===== src/rtl/servo_track_arbiter.sv =====
// Pan/tilt servo setpoint arbiter: picks the camera or K210 target once per PWM period and moves
// the duties by a bounded proportional step, recentring after a long loss of target.
module servo_track_arbiter #(
  parameter int unsigned PERIOD_CYC   = 2_000_000,
  parameter int unsigned DUTY_MIN     = 50_000,
  parameter int unsigned DUTY_MAX     = 250_000,
  parameter int unsigned DUTY_CTR     = 150_000,
  parameter int unsigned CTR_X        = 400,
  parameter int unsigned CTR_Y        = 240,
  parameter int unsigned DEADBAND     = 8,
  parameter int unsigned KP           = 3,
  parameter int unsigned MAX_STEP     = 1_500,
  parameter int unsigned LOST_PERIODS = 250,
  parameter int unsigned HOME_STEP    = 1_000
) (
  input  logic        clk,
  input  logic        rst_n,
  input  logic [9:0]  cam_x_i,
  input  logic [9:0]  cam_y_i,
  input  logic        cam_valid_i,
  input  logic [9:0]  k210_x_i,
  input  logic [9:0]  k210_y_i,
  input  logic        k210_valid_i,
  input  logic        k210_prio_i,
  output logic [17:0] x_duty_o,
  output logic [17:0] y_duty_o,
  output logic        duty_upd_o,
  output logic        period_tick_o,
  output logic [1:0]  src_sel_o,
  output logic [1:0]  state_o
);

  typedef enum logic [1:0] {
    StIdle  = 2'd0,
    StTrack = 2'd1,
    StHold  = 2'd2,
    StHome  = 2'd3
  } state_e;

  localparam int unsigned CntW  = (PERIOD_CYC > 1) ? $clog2(PERIOD_CYC) : 1;
  localparam int unsigned LostW = $clog2(LOST_PERIODS + 1);

  localparam logic [CntW-1:0]    CntLast  = CntW'(PERIOD_CYC - 1);
  localparam logic [LostW-1:0]   LostLast = LostW'(LOST_PERIODS - 1);
  localparam logic [17:0]        DutyCtr  = 18'(DUTY_CTR);
  localparam logic [17:0]        HomeStep = 18'(HOME_STEP);
  localparam logic signed [19:0] DutyMinS = 20'(DUTY_MIN);
  localparam logic signed [19:0] DutyMaxS = 20'(DUTY_MAX);
  localparam logic signed [19:0] MaxStepS = 20'(MAX_STEP);
  localparam logic signed [19:0] KpS      = 20'(KP);
  localparam logic [10:0]        DeadBand = 11'(DEADBAND);
  localparam logic [9:0]         CtrX     = 10'(CTR_X);
  localparam logic [9:0]         CtrY     = 10'(CTR_Y);
  localparam logic [1:0]         SrcNone  = 2'd0;
  localparam logic [1:0]         SrcCam   = 2'd1;
  localparam logic [1:0]         SrcK210  = 2'd2;

  // Bounded proportional move of one axis towards the target pixel.
  function automatic logic [17:0] track_step(input logic [17:0] duty, input logic [9:0] pos,
                                             input logic [9:0] ctr);
    logic signed [10:0] err;
    logic [10:0]        mag;
    logic signed [19:0] step;
    logic signed [19:0] nxt;
    err = $signed({1'b0, pos}) - $signed({1'b0, ctr});
    mag = err[10] ? 11'(-err) : 11'(err);
    if (mag <= DeadBand) begin
      step = '0;
    end else begin
      step = $signed({{9{err[10]}}, err}) * KpS;
    end
    if (step > MaxStepS) begin
      step = MaxStepS;
    end else if (step < -MaxStepS) begin
      step = -MaxStepS;
    end
    nxt = $signed({2'b00, duty}) - step;
    if (nxt < DutyMinS) begin
      nxt = DutyMinS;
    end else if (nxt > DutyMaxS) begin
      nxt = DutyMaxS;
    end
    return nxt[17:0];
  endfunction

  function automatic logic [17:0] home_step(input logic [17:0] duty);
    if (duty < DutyCtr) begin
      return ((DutyCtr - duty) > HomeStep) ? duty + HomeStep : DutyCtr;
    end
    return ((duty - DutyCtr) > HomeStep) ? duty - HomeStep : DutyCtr;
  endfunction

  logic [CntW-1:0]  cnt_q, cnt_d;
  logic             tick;
  logic [2:0]       cam_sync_q, k210_sync_q;
  logic             cam_edge, k210_edge;
  logic             cam_pend_q, cam_pend_d, k210_pend_q, k210_pend_d;
  logic [9:0]       cam_px_q, cam_px_d, cam_py_q, cam_py_d;
  logic [9:0]       k210_px_q, k210_px_d, k210_py_q, k210_py_d;
  state_e           state_q, state_d;
  logic [LostW-1:0] lost_q, lost_d;
  logic [17:0]      x_q, x_d, y_q, y_d;
  logic [1:0]       src_q, src_d;
  logic             upd_q, upd_d;
  logic             have_smp;
  logic [9:0]       smp_x, smp_y;
  logic [1:0]       smp_src;

  assign tick      = (cnt_q == CntLast);
  assign cnt_d     = tick ? '0 : cnt_q + CntW'(1);
  // Bits [1:0] are the synchroniser; bit 2 is the history for edge detection.
  assign cam_edge  = cam_sync_q[1] & ~cam_sync_q[2];
  assign k210_edge = k210_sync_q[1] & ~k210_sync_q[2];

  // An edge in the tick cycle wins over the tick's clear, so it lands in the next period.
  always_comb begin
    cam_pend_d  = cam_edge | (cam_pend_q & ~tick);
    k210_pend_d = k210_edge | (k210_pend_q & ~tick);
    cam_px_d    = cam_edge ? cam_x_i : cam_px_q;
    cam_py_d    = cam_edge ? cam_y_i : cam_py_q;
    k210_px_d   = k210_edge ? k210_x_i : k210_px_q;
    k210_py_d   = k210_edge ? k210_y_i : k210_py_q;
  end

  always_comb begin
    have_smp = 1'b0;
    smp_x    = '0;
    smp_y    = '0;
    smp_src  = SrcNone;
    if (cam_pend_q && (!k210_pend_q || !k210_prio_i)) begin
      have_smp = 1'b1;
      smp_x    = cam_px_q;
      smp_y    = cam_py_q;
      smp_src  = SrcCam;
    end else if (k210_pend_q) begin
      have_smp = 1'b1;
      smp_x    = k210_px_q;
      smp_y    = k210_py_q;
      smp_src  = SrcK210;
    end
  end

  always_comb begin
    state_d = state_q;
    lost_d  = lost_q;
    x_d     = x_q;
    y_d     = y_q;
    src_d   = src_q;
    upd_d   = 1'b0;
    if (tick) begin
      if (have_smp) begin
        state_d = StTrack;
        lost_d  = '0;
        x_d     = track_step(x_q, smp_x, CtrX);
        y_d     = track_step(y_q, smp_y, CtrY);
        src_d   = smp_src;
      end else begin
        unique case (state_q)
          StIdle: ;
          StTrack: begin
            state_d = StHold;
            lost_d  = LostW'(1);
          end
          StHold: begin
            lost_d = lost_q + LostW'(1);
            if (lost_q >= LostLast) begin
              state_d = StHome;
            end
          end
          StHome: begin
            if (x_q == DutyCtr && y_q == DutyCtr) begin
              state_d = StIdle;
              src_d   = SrcNone;
            end else begin
              x_d = home_step(x_q);
              y_d = home_step(y_q);
            end
          end
          default: ;
        endcase
      end
      upd_d = (state_d == StTrack) || (state_d == StHome);
    end
  end

  always_ff @(posedge clk or negedge rst_n) begin
    if (!rst_n) begin
      cnt_q       <= '0;
      cam_sync_q  <= '0;
      k210_sync_q <= '0;
      cam_pend_q  <= 1'b0;
      k210_pend_q <= 1'b0;
      cam_px_q    <= '0;
      cam_py_q    <= '0;
      k210_px_q   <= '0;
      k210_py_q   <= '0;
      state_q     <= StIdle;
      lost_q      <= '0;
      x_q         <= DutyCtr;
      y_q         <= DutyCtr;
      src_q       <= SrcNone;
      upd_q       <= 1'b0;
    end else begin
      cnt_q       <= cnt_d;
      cam_sync_q  <= {cam_sync_q[1:0], cam_valid_i};
      k210_sync_q <= {k210_sync_q[1:0], k210_valid_i};
      cam_pend_q  <= cam_pend_d;
      k210_pend_q <= k210_pend_d;
      cam_px_q    <= cam_px_d;
      cam_py_q    <= cam_py_d;
      k210_px_q   <= k210_px_d;
      k210_py_q   <= k210_py_d;
      state_q     <= state_d;
      lost_q      <= lost_d;
      x_q         <= x_d;
      y_q         <= y_d;
      src_q       <= src_d;
      upd_q       <= upd_d;
    end
  end

  assign x_duty_o      = x_q;
  assign y_duty_o      = y_q;
  assign duty_upd_o    = upd_q;
  assign period_tick_o = tick;
  assign src_sel_o     = src_q;
  assign state_o       = state_q;

endmodule


===== config.mk =====
export PLATFORM = sky130hd
export DESIGN_NAME = servo_track_arbiter
export DESIGN_NICKNAME = d
export VERILOG_FILES = /design/src/rtl/servo_track_arbiter.sv
export SDC_FILE = /design/constraint.sdc
export NUM_CORES = 1
export LEC_CHECK = 0
export CORE_ASPECT_RATIO = 0.6
export CORE_MARGIN = 2
export CORE_UTILIZATION = 25
export CTS_CLUSTER_DIAMETER = 200
export DETAILED_ROUTE_END_ITERATION = 6
export GPL_TIMING_DRIVEN = 0
export HOLD_SLACK_MARGIN = 0.15
export PLACE_DENSITY = 0.48
export SLEW_MARGIN = 20
export SYNTH_ARGS = -nofsm -noshare
export SYNTH_HDL_FRONTEND = slang
export SYNTH_SLANG_ARGS = --single-unit

===== constraint.sdc =====
create_clock -name clk -period 8.9 [get_ports clk]
set_clock_uncertainty 0.2 [all_clocks]
set_input_delay 0.89 -clock clk [delete_from_list [all_inputs] [get_ports clk]]
set_output_delay 0.89 -clock clk [all_outputs]
set_load 0.01 [all_outputs]

==> metrics.txt <==
syn_nets 1673; post-synth cell types 86; worst r2r path cells 33; Final nets 1805; H-tree depth 4; critical path depth in cells 34; Syn-to-layout area delta 25.9%; Routed Antenna Nets 0; # clock sinks 118; Synth area leader dfrtp_1; gpl congestion 0.887; PD cells 426 mW/mm²; Vias/cell 5.49; Leakage 6.15 nW; yosys warns 0; total vias in the final route 12600; final wirelength 45.1 mm; first-pass GRT wire length 70.1 mm; share of post-route cells with drive strength above 1 0.158; most used cell, CP ha_4; clock latency on the worst-skew pair 0.45 ns; Peak VDD IR 0.255 mV; 1st-iter DRT viols 1327; leading post-synthesis cells by cell area dfrtp_1 21%, ha_1 11%, a21oi_1 4.1%, mux2_2 3.8%, o21ai_0 3.8%; hpwl dp 34.7 mm; reg-to-reg critical path endpoint y_duty_o[13]; post-route insts no fill 2304; CP max stage cell or4_4; Global Route Usage Sum 0.174; met2 WL 17.1 mm; # IOs 87; Fmax 0.116 GHz; final hold violations 0; clock-pin slew on the worst setup and hold paths 0.07 ns; worst min-delay path class flip-flop to flip-flop; Die ar. 0.0511 mm²; Post-route DRC 0; Core Box Area 0.0483 mm²; Initial Util 0.255; worst path arrival time 8.80 ns; TritonCTS Buffers 17; first-pass iteration count of the detailed router 6; Longest Clk Path Bufs 2; Top Family by Delay on Critical Path compound AO/OA/AOI/OAI gates; Worst EP required 9.05 ns; Row Count 62; met3 WL 3.33 mm; largest net degree at the start of global routing 64; Synth Flop Type dfrtp_1; GRT Residual Overflow 0; Avg WL per Cell 19.6 µm; worst setup margin 0.254 ns; die height 176 µm; reg-to-reg slack, setup 0.33 ns; Met1 Routed Length 24.0 mm; # diodes 0; status complete, no violations; Cells after Synth 1519; number of flops mapped to enable cells by yosys 0; Bufs and invs on worst path 8; max_slew headroom 0.201; Tcrit/Tclk final 0.971; Worst Hold Launch k210_sync_q[0]; Worst Setup Path Type primary input to flip-flop; critical path endpoint y_duty_o[13]; number of global-route vias before repair 11900; fin crit period 8.65 ns; Yosys top cell area share 0.207; Yosys reg bits 118; Root Buffer clkbuf_16; Finish-stage setup viols 0; Max-Cap Viols 0; Critical Path Source k210_prio_i; top cells by count, synth 119 x nor2_1, 105 x ha_1, 102 x dfrtp_1; most common cell in the synthesized netlist nor2_1; R2R Path Start k210_pend_q; CP endpoint kind flip-flop; worst-margin pin slew 1.19 ns; top layer in use met4; initial antenna violation count 0; register area share after synthesis 0.241; Syn Std Cell Area 0.0123 mm²; CP peak stage delay 0.51 ns; Die W 291 µm; pre-CTS setup slack -2.55 ns; startpoint types primary input; CTS tree done; crit path max fanout 10; PortBufs 86; Mean Syn Cell Area 8.11 µm²; Min Hold Slack 0.148 ns; final slew viol count 0; Synth async-reset ratio 1.00; placed insts 2246
==> logic make-up after synthesis <==
kind of cell,after synthesis,synth area share
AO/OA/AOI/OAI,493,0.277
XOR/XNOR,88,0.0626
adder cells (fa/ha/maj),109,0.113
buffers and inverters,157,0.0493
flip-flops,118,0.241
multiplexers,56,0.0502
AND/OR/NAND/NOR,498,0.206
==> worst min-delay path by stage <==
| stage | cells after the start | slack [ns] | end |
|---|---|---|---|
| 6_report | 0 | 0.15 | k210_sync_q[1] |
| 3_5_place_dp | 0 | 0.14 | k210_sync_q[1] |
| 3_3_place_gp | 0 | 0.13 | k210_sync_q[1] |
| 2_1_floorplan | 0 | 0.13 | cam_sync_q[1] |
| 4_1_cts | 0 | 0.15 | k210_sync_q[1] |
| 5_1_grt | 0 | 0.16 | cam_sync_q[1] |
==> per-stage QoR <==
| step | util | TNS [ns] | instance area (µm²) | power [W] |
|---|---|---|---|---|
| floorplan | - | 0 | 12300 | 0.00388 |
| global placement | 0.290 | -64.14 | 14000 | 0.00498 |
| detailed placement | 0.290 | -68.53 | 14000 | 0.00502 |
| CTS | 0.310 | -0.0189 | 15000 | 0.00604 |
| global route | 0.321 | -0.0643 | 15500 | 0.00715 |
| finish | 0.321 | 0 | 15500 | 0.00661 |
==> cell type report <==
type	instances	area, µm²
clock buffer	17	425
buffer	65	294
multi-input combinational	1244	9380
fill	5179	32700
inverter	88	338
tap	640	801
timing repair buffer	117	1110
clock inverter	15	176
sequential	118	2970
==> layer usage <==
layer	up-vias	global-route usage
met5	-	0.00469
met4	0	0.0369
met3	39	0.0435
met2	469	0.229
met1	6132	0.274
li1	6001	-
==> cell usage in the layout, fill, tap and decap left out, types with 19 or more instances in the layout <==
cell type        instances
o211ai_1                19
ha_1                    94
xnor2_1                 45
buf_4                   34
dfrtp_1                101
nand3_1                 50
nor3_1                  35
a21oi_1                 94
nand4_1                 26
nor2b_1                 19
a21o_1                  19
clkbuf_1                50
and3_1                  32
nor2_1                 118
mux2_2                  42
clkdlybuf4s50_1         84
a31oi_1                 25
nand2_1                 95
or3_1                   21
o21ai_0                 85
inv_1                   80
xor2_1                  34
==> flip-flops by register name, indices dropped and copies added, names as in the netlist <==
| signal | flops |
|---|---|
| y_duty_o | 18 |
| cam_pend_q | 1 |
| cam_py_q | 10 |
| x_duty_o | 18 |
| lost_q | 8 |
| duty_upd_o | 1 |
| cnt_q | 21 |
| src_sel_o | 2 |
| k210_py_q | 10 |
| k210_sync_q | 3 |
| cam_px_q | 10 |
| state_o | 2 |
| k210_pend_q | 1 |
| k210_px_q | 10 |
| cam_sync_q | 3 |
==> power breakdown <==
| group | internal, W | switching, W | total (W) |
|---|---|---|---|
| combinational | 0.00206 | 0.00323 | 0.00529 |
| sequential | 0.000565 | 0.0000236 | 0.000588 |
| clock | 0.000403 | 0.000326 | 0.000729 |
==> timing repair <==
item / in CTS / in global routing
pin swaps: 13 / 33
setup endpoints to repair: 36 / 36
gates resized for setup: 60 / 87
setup buffers: 12 / 18
hold buffers: 0 / 0
No activity file was read; power rests on OpenSTA's default activity.
